===== src/rtl/amiga_rst_pkg.sv =====
// Shared types and constants for the Amiga reset sequencer.
// Holds the FSM encodings and the retry counter width.
package amiga_rst_pkg;

  localparam int STATE_W = 3;
  localparam int RETRY_W = 4;

  typedef enum logic [STATE_W-1:0] {
    S_PLL_RST   = 3'd0,
    S_WAIT_LOCK = 3'd1,
    S_STABLE    = 3'd2,
    S_SDRAM_UP  = 3'd3,
    S_SYS_UP    = 3'd4,
    S_RUN       = 3'd5,
    S_HOLD      = 3'd6
  } state_e;

endpackage


===== src/rtl/amiga_sync2.sv =====
// Two-flop bit synchronizer, async active-low reset to 0.
// Brings an asynchronous level into the clk domain.
module amiga_sync2 (
  input  logic clk,
  input  logic rst_n,
  input  logic d,
  output logic q
);

  logic s1_q;
  logic s2_q;

  // Shift the async level through two flops.
  always_ff @(posedge clk or negedge rst_n) begin
    if (!rst_n) begin
      s1_q <= 1'b0;
      s2_q <= 1'b0;
    end else begin
      s1_q <= d;
      s2_q <= s1_q;
    end
  end

  assign q = s2_q;

endmodule


===== src/rtl/amiga_rst_seq.sv =====
// PLL-lock and power-on reset sequencer, clocked from the board clock.
// Releases SDRAM, chipset and CPU resets in order once lock is stable.
module amiga_rst_seq
  import amiga_rst_pkg::*;
#(
  parameter int PLL_RST_CYC      = 16,
  parameter int LOCK_TIMEOUT_CYC = 65536,
  parameter int LOCK_STABLE_CYC  = 1024,
  parameter int STAGE_GAP_CYC    = 64,
  parameter int CNT_W            = 17
) (
  input  logic               clk,
  input  logic               rst_n,
  input  logic               pll_locked,
  input  logic               ext_rst_req,
  output logic               pll_rst,
  output logic               sdram_rst_n,
  output logic               sys_rst_n,
  output logic               cpu_rst_n,
  output logic [STATE_W-1:0] state,
  output logic [RETRY_W-1:0] retry_cnt
);

  localparam logic [CNT_W-1:0] PLL_LAST =
    CNT_W'(PLL_RST_CYC - 1);
  localparam logic [CNT_W-1:0] TO_LAST =
    CNT_W'(LOCK_TIMEOUT_CYC - 1);
  localparam logic [CNT_W-1:0] STB_LAST =
    CNT_W'(LOCK_STABLE_CYC - 1);
  localparam logic [CNT_W-1:0] GAP_LAST =
    CNT_W'(STAGE_GAP_CYC - 1);

  logic lock_s;

  amiga_sync2 u_lock_sync (
    .clk   (clk),
    .rst_n (rst_n),
    .d     (pll_locked),
    .q     (lock_s)
  );

  state_e             state_q, state_d;
  logic [CNT_W-1:0]   cnt_q, cnt_d;
  logic [RETRY_W-1:0] retry_q, retry_d;
  logic               retry_inc;
  logic               pll_rst_q, pll_rst_d;
  logic               sdram_q, sdram_d;
  logic               sys_q, sys_d;
  logic               cpu_q, cpu_d;

  // Next state: lock loss beats ext request beats counter expiry.
  always_comb begin
    state_d   = state_q;
    retry_inc = 1'b0;
    unique case (state_q)
      S_PLL_RST: begin
        if (cnt_q == PLL_LAST) state_d = S_WAIT_LOCK;
      end
      S_WAIT_LOCK: begin
        if (lock_s) begin
          state_d = S_STABLE;
        end else if (cnt_q == TO_LAST) begin
          state_d   = S_PLL_RST;
          retry_inc = 1'b1;
        end
      end
      S_STABLE: begin
        if (!lock_s) state_d = S_PLL_RST;
        else if (cnt_q == STB_LAST) state_d = S_SDRAM_UP;
      end
      S_SDRAM_UP: begin
        if (!lock_s) begin
          state_d   = S_PLL_RST;
          retry_inc = 1'b1;
        end else if (ext_rst_req) begin
          state_d = S_HOLD;
        end else if (cnt_q == GAP_LAST) begin
          state_d = S_SYS_UP;
        end
      end
      S_SYS_UP: begin
        if (!lock_s) begin
          state_d   = S_PLL_RST;
          retry_inc = 1'b1;
        end else if (ext_rst_req) begin
          state_d = S_HOLD;
        end else if (cnt_q == GAP_LAST) begin
          state_d = S_RUN;
        end
      end
      S_RUN: begin
        if (!lock_s) begin
          state_d   = S_PLL_RST;
          retry_inc = 1'b1;
        end else if (ext_rst_req) begin
          state_d = S_HOLD;
        end
      end
      S_HOLD: begin
        if (!lock_s) begin
          state_d   = S_PLL_RST;
          retry_inc = 1'b1;
        end else if (!ext_rst_req) begin
          state_d = S_SDRAM_UP;
        end
      end
      default: state_d = S_PLL_RST;
    endcase
  end

  // Counter restarts on entry; retry count saturates.
  always_comb begin
    cnt_d   = (state_d != state_q) ? '0 : cnt_q + 1'b1;
    retry_d = retry_q;
    if (retry_inc && (retry_q != '1)) begin
      retry_d = retry_q + 1'b1;
    end
  end

  // Output levels follow the state being entered.
  always_comb begin
    pll_rst_d = 1'b0;
    sdram_d   = 1'b0;
    sys_d     = 1'b0;
    cpu_d     = 1'b0;
    unique case (state_d)
      S_PLL_RST:  pll_rst_d = 1'b1;
      S_SDRAM_UP: sdram_d = 1'b1;
      S_SYS_UP: begin
        sdram_d = 1'b1;
        sys_d   = 1'b1;
      end
      S_RUN: begin
        sdram_d = 1'b1;
        sys_d   = 1'b1;
        cpu_d   = 1'b1;
      end
      S_HOLD:     sdram_d = 1'b1;
      default: begin
        pll_rst_d = 1'b0;
      end
    endcase
  end

  // State, counter, retry count and registered outputs.
  always_ff @(posedge clk or negedge rst_n) begin
    if (!rst_n) begin
      state_q   <= S_PLL_RST;
      cnt_q     <= '0;
      retry_q   <= '0;
      pll_rst_q <= 1'b1;
      sdram_q   <= 1'b0;
      sys_q     <= 1'b0;
      cpu_q     <= 1'b0;
    end else begin
      state_q   <= state_d;
      cnt_q     <= cnt_d;
      retry_q   <= retry_d;
      pll_rst_q <= pll_rst_d;
      sdram_q   <= sdram_d;
      sys_q     <= sys_d;
      cpu_q     <= cpu_d;
    end
  end

  assign pll_rst     = pll_rst_q;
  assign sdram_rst_n = sdram_q;
  assign sys_rst_n   = sys_q;
  assign cpu_rst_n   = cpu_q;
  assign state       = state_q;
  assign retry_cnt   = retry_q;

endmodule


===== config.mk =====
export PLATFORM = sky130hd
export DESIGN_NAME = amiga_rst_seq
export DESIGN_NICKNAME = d
export VERILOG_FILES = /design/src/rtl/amiga_rst_pkg.sv /design/src/rtl/amiga_sync2.sv /design/src/rtl/amiga_rst_seq.sv
export SDC_FILE = /design/constraint.sdc
export NUM_CORES = 1
export LEC_CHECK = 0
export ABC_AREA = 1
export CORE_ASPECT_RATIO = 0.75
export CORE_UTILIZATION = 30
export CTS_CLUSTER_DIAMETER = 200
export DETAILED_ROUTE_END_ITERATION = 10
export PLACE_DENSITY_LB_ADDON = 0.1
export SLEW_MARGIN = 20
export SYNTH_ARGS = -nofsm -noshare
export SYNTH_HDL_FRONTEND = slang
export SYNTH_HIERARCHICAL = 1
export SYNTH_SLANG_ARGS = --single-unit

===== constraint.sdc =====
create_clock -name clk -period 2.7 [get_ports clk]
set_input_delay 0.405 -clock clk [delete_from_list [all_inputs] [get_ports clk]]
set_output_delay 0.405 -clock clk [all_outputs]
set_load 0.02 [all_outputs]

# After elaboration in Yosys (flattened, before gate mapping)
# Cells that the tools add are included.
# word_totals
register_bits	30
latchBits	0
ram_bits	0
mem_bits_ro	0
in_bits	4
output_inout_bits	11
word_cells	58
mem_count	0
# classes
add_sub_neg	2
n_mul	0
n_div	0
n_lt_le_gt_ge	0
eq_ne	16
shift	0
muxes	25
bitwise_logic	0
reduce_logical	6
# op_table
cell	n
$mux W3	15
$pmux W3 S7	1
$eq A3 B3 Y1 const B	6
$add A17 B1 Y17 const B	1
$eq A17 B10 Y1 const B	1
$eq A17 B16 Y1 const B	1
$eq A17 B4 Y1 const B	1
$eq A17 B6 Y1 const B	1
$mux W17	1
$eq A3 B2 Y1 const B	3
$reduce_or A4 Y1	2
$mux W1	7
$logic_not A3 Y1	2
$add A4 B1 Y4 const B	1
$ne A4 B4 Y1 const B	1
$eq A3 B1 Y1 const B	1
$ne A3 B3 Y1	1
$pmux W1 S2	1
$reduce_or A2 Y1	1
$logic_and A1 B1 Y1	1

# Longest topological paths before layout
# Gate-level depths: netlist of the first run.
# logic_depth
ltp_word	8
ltp_mapped	16
mapped_depth_nobuf	16

# Hierarchy
# Netlist of the first run, hierarchy kept.
# by_module_without_submodules
mod	instances	cells_each	area_each_um2
amiga_rst_seq	1	201	1689.1
amiga_sync2	1	2	50.0

# Least setup slack after synthesis of the first run
# OpenSTA, ideal clock, no wires.
# synth_timing
path_type	reg-to-reg
start	reg cnt_q[0]
end	reg retry_q[3], in the netlist retry_cnt[3]
setup_ns	0.129
arrival_ns	2.257
t_required_ns	2.571
setup_slack_ns	0.313
stages_incl_launch_ff	15
synth_period_minus_slack_ns	2.387
cell_sequence	dfrtp_1 > ha_1 > nand3_4 > nor3_4 > nand3_1 > nor2_1 > nand4_1 > nor2_1 > ha_1 > inv_1 > nor3_1 > nor2_1 > a31oi_1 > nand4_1 > xnor2_1
# synth_via
elab_chain_len	5
# synth_lines
element	line_no	source
from (decl)	amiga_rst_seq.sv:43	logic [CNT_W-1:0] cnt_q, cnt_d;
from (signal assigned)	amiga_rst_seq.sv:157	cnt_q <= cnt_d;
$eq A17 B16 Y1	amiga_rst_seq.sv:62	end else if (cnt_q == TO_LAST) begin
$mux W1	amiga_rst_seq.sv:62	
$mux W1	amiga_rst_seq.sv:60	if (lock_s) begin
$pmux W1 S2	amiga_rst_seq.sv:55	unique case (state_q)
$logic_and A1 B1 Y1	amiga_rst_seq.sv:115	if (retry_inc && (retry_q != '1)) begin
to (signal assigned)	amiga_rst_seq.sv:158	retry_q <= retry_d;
to (decl)	amiga_rst_seq.sv:44	logic [RETRY_W-1:0] retry_q, retry_d;
# No other way between the ends.
# A chain may end at the register's enable or synchronous reset.

# Worst setup path in the final report of the first run
# layout_timing
start	reg cnt_q[0]
end	reg cnt_q[1]
# layout_via
elab_chain_len	7
word_cells_on_any_way	19
cone_classes	1 x add/sub; 5 x eq/ne; 13 x mux
# layout_lines
element	line_no	source
$eq A17 B6 Y1	amiga_rst_seq.sv:77, amiga_rst_seq.sv:87	
$mux W3 (on tied branches)	amiga_rst_seq.sv:87, amiga_rst_seq.sv:77	
$mux W3 (on tied branches)	amiga_rst_seq.sv:85, amiga_rst_seq.sv:75	
$mux W3 (on tied branches)	amiga_rst_seq.sv:82, amiga_rst_seq.sv:72	
$pmux W3 S7	amiga_rst_seq.sv:55	
$ne A3 B3 Y1	amiga_rst_seq.sv:113	cnt_d = (state_d != state_q) ? '0 : cnt_q + 1'b1;
$mux W17 (*)	amiga_rst_seq.sv:113	
via cnt_d[1]	amiga_rst_seq.sv:43	
# The timed path passes the listed nets; every way through them passes the cells marked *.

==> metrics.md, run 1 <==
| Metric | Value |
|---|---|
| Port Buf Inserts | 14 |
| Die width | between 80 and 90 um |
| Final hold viol count | 0 |
| Area of the core | roughly 5500 um2 |
| CP Capture Type | flop |
| Grt ovf | 0 |
| Clk buf depth | 2 |
| Final Util | between 30% and 40% |
| Crit-path max cell delay | 0.37 ns |
| DRC viols | 0 |
| Total GRT Usage | about an eighth |
| Final ANT Viol Nets | 0 |
| Layout cells sized above 1 | 17.6% |
| Least-Margin Pin Slew | 0.382 ns |
| Area of placed instances | ~2000 um2 |
| PnR worst setup slack | slightly above 0.3 ns |
| Largest area contributor in the netlist | dfrtp_1 |
| CTS tree | yes |
| Initial Utilization | 31.8% |
| Tmin final | 2.39 ns |
| H-tree levels | 2 |
| Pin count of the biggest net entering global routing | 31 |
| Worst vdd ir | approximately 0.00027 V |
| Layout Nets | about 230 |
| Hold crit path type | flop to flop |
| Initial DRT Pass Iterations | 4 |
| Crit start category | flop |
| Hold WS | between 0.3 and 0.4 ns |
| Sw Pwr | ~0.56 mW |
| Fill cells | between 500 and 600 |
| WL/cell | 11.5 um |
| Number of synthesized flops with an enable pin | 0 |
| Sequential cell fraction of total power | between 40% and 50% |
| Syn nets | 210 |
| Post-route cell area | between 2000 and 2500 um2 |
| Arrival time worst endpoint | around 2.6 ns |
| Switching share of power | a little under two fifths |
| Critical Path RT | 2.87 ns |
| Comb power frac | about a third |
| #FFs+latches synth | 30 |
| Syn avg cell area | about 8.6 um2 |
| Mapped Area | 1740 um2 |
| CP Max Fanout | 17 |
| Root buffer cell | clkbuf_8 |
| Std-Cell Rows | 23 |
| Pint | approximately 0.92 mW |
| Die H | 67.9 um |
| Leakage | 0.960 nW |
| Top cell type's share of synthesized area | between 40% and 50% |
| GPL Wtd Cong | between 0.7 and 0.8 |
| Hpwl dp | 2600 um |
| Worst path slowest cell | dfrtp_1 |
| Skew final | approximately 0.0054 ns |
| Synth unique cells | 30 |
| Post-synth ARST share | 100% |
| Vias per std cell | 4.48 |
| Final setup violation count | 0 |
| CP Class | flop to flop |
| Yosys warnings | 6 |
| Slew Viols, Final | 0 |
| Routed vias | 1353 |
| Cells taking the most area after synthesis | dfrtp_1 42%, nand2_1 8.2%, nor2_4 7.8% |
| Full die area | ~6100 um2 |
| Max_slew headroom | between 70 and 80% |
| Clock power frac | about a quarter |
| First-pass GRT wire length | 5960 um |
| Worst-path clk slew | 0.07 ns |
| First DRT Iteration DRCs | 53 |
| Most used flip-flop cell after synthesis | dfrtp_1 |
| Critical path, cell by cell | ha_2, nand3_4, nor3_4, nand3_1, nor2_2, nand4_1, nor2_1, ha_1, nor3_1, o21bai_1, inv_1, nand3_1, nand3_4, buf_12, nor2_1 |
| Post-route insts no fill | between 300 and 400 |
| I/O pins | 15 |
| Fmax | about 420 MHz |
| Synth Instances | 203 |
| Clock latency on the worst-skew pair | between 0.2 and 0.3 ns |
| Run status | completed |
| Max-capacitance violation count | 0 |
| Placed cells | between 200 and 300 |
| Synth-to-Final Area Change | 20.2% |
| Sequential area share after synthesis | 43.2% |
| Diodes inserted | 0 |
| Pre-CTS setup slack | approximately 0.084 ns |
| Vias in the first global route | between 1000 and 1500 |
| Final Cycle Share | roughly 89% |
| Drt total wl | roughly 3500 um |
| Initial antenna violation count | 0 |
| Clock sink total | 30 |
| Pwr/cell area | just over 700 nW/um2 |
| Num CTS Buffers | 5 |
==> power groups by stage <==
stage / registers, mW / logic (mW) / clock network [mW]
floorplan: 0.614 / 0.365 / 0
global placement: 0.606 / 0.450 / 0
global route: 0.609 / 0.556 / 0.404
detailed placement: 0.603 / 0.452 / 0
CTS: 0.597 / 0.451 / 0.390
finish: 0.598 / 0.503 / 0.378
==> sequential cells by signal (all words and copies together), names as in the netlist <==
name,flops
u_lock_sync/s1_q,1
sys_rst_n,1
pll_rst,1
state,3
u_lock_sync/q,1
cpu_rst_n,1
retry_cnt,4
cnt_q,17
sdram_rst_n,1
==> cell families after synthesis <==
kind of cell | after synthesis | synth area share [%]
simple gates | 115 | 36.3
flops | 30 | 43.2
fa+ha+maj | 3 | 2.16
buf+inv | 29 | 7.41
compound gates | 14 | 4.82
xor+xnor | 12 | 6.04
==> cell type report <==
| cell class | count | area, um2 | share of cell area (%) |
|---|---|---|---|
| Sequential cell | 30 | 752 | 36.0 |
| Multi-Input combinational cell | 144 | 870 | 41.6 |
| Timing Repair Buffer | 18 | 183 | 8.74 |
| Tap cell | 75 | 93.8 | 4.49 |
| Clock buffer | 7 | 86.3 | 4.13 |
| Inverter | 27 | 101 | 4.85 |
| Clock inverter | 1 | 5.00 | 0.239 |
==> synthesized netlist by cell type, types with 2 or more instances <==
library cell   n
a21oi_1        2
dfrtp_1       29
ha_1           3
inv_1         24
inv_2          3
nand2_1       38
nand2_2        4
nand3_1       16
nand3_2        2
nand3_4        2
nand4_1        5
nor2_1        26
nor2_4        12
nor3_1         6
o21ai_0        5
o21bai_1       2
xnor2_1        5
xor2_1         7
==> cells in the final DEF, fill, tap and decap left out, drive strengths merged <==
cell type | Yosys | layout
nand2 | 42 | 42
nor2 | 39 | 39
dfrtp | 29 | 29
inv | 27 | 27
nand3 | 20 | 20
clkdlybuf4s50 | 0 | 14
xor2 | 7 | 7
nor3 | 7 | 7
clkbuf | 0 | 7
o21ai | 6 | 6
nand4 | 5 | 5
xnor2 | 5 | 5
buf | 2 | 4
ha | 3 | 3
a21oi | 2 | 2
o21bai | 2 | 2
o211ai | 1 | 1
nor4 | 1 | 1
o31ai | 1 | 1
and3 | 1 | 1
a21o | 1 | 1
a31oi | 1 | 1
clkinv | 0 | 1
dfstp | 1 | 1
==> what timing repair did <==
item / CTS / global route
setup buffers: 0 / 1
resized for setup: 0 / 3
endpoints found under the setup margin: 0 / 21
hold buffers: 0 / 0
==> metal layers <==
metal,vias to the layer above,wire (um),global-route usage [%]
li1,686,-,-
met1,637,2000,18.9
met2,24,1300,17.3
met3,6,114,3.33
met4,0,72,7.06
met5,-,0,0
==> per-stage QoR <==
step	setup TNS (ns)	power [mW]
floorplan	0	0.979
global placement	0	1.06
detailed placement	0	1.05
CTS	0	1.44
global route	-0.0162	1.57
finish	0	1.48
==> worst paths after layout <==
check / from / end / slack, ns / cells past startpoint
hold reg to reg: u_lock_sync/s1_q$_DFF_PN0_ / u_lock_sync/q$_DFF_PN0_ / 0.35 / 0
min in group asynchronous: rst_n / cnt_q[7]$_DFF_PN0_ / 0.50 / 2
max in group asynchronous: rst_n / pll_rst$_DFF_PN1_ / 1.88 / 2
setup reg to reg: cnt_q[0]$_DFF_PN0_ / cnt_q[1]$_DFF_PN0_ / 0.31 / 15
setup / recovery: cnt_q[0]$_DFF_PN0_ / cnt_q[1]$_DFF_PN0_ / 0.31 / 15
hold / removal: u_lock_sync/s1_q$_DFF_PN0_ / u_lock_sync/q$_DFF_PN0_ / 0.35 / 0
==> worst max-delay path, delay by kind of cell, from the launching register on <==
kind / cells / cell delay (ns)
simple gates: 10 / 1.08
fa+ha+maj: 2 / 0.40
flops: 1 / 0.37
buf+inv: 2 / 0.27
compound gates: 1 / 0.15
Power figures use the tool's default switching activity.
==> run 2, diff against run 1 <==
- SLEW_MARGIN: 20 -> not set
==> results of run 2 <==
Final layout, timing and power as in run 1 (identical DEF).
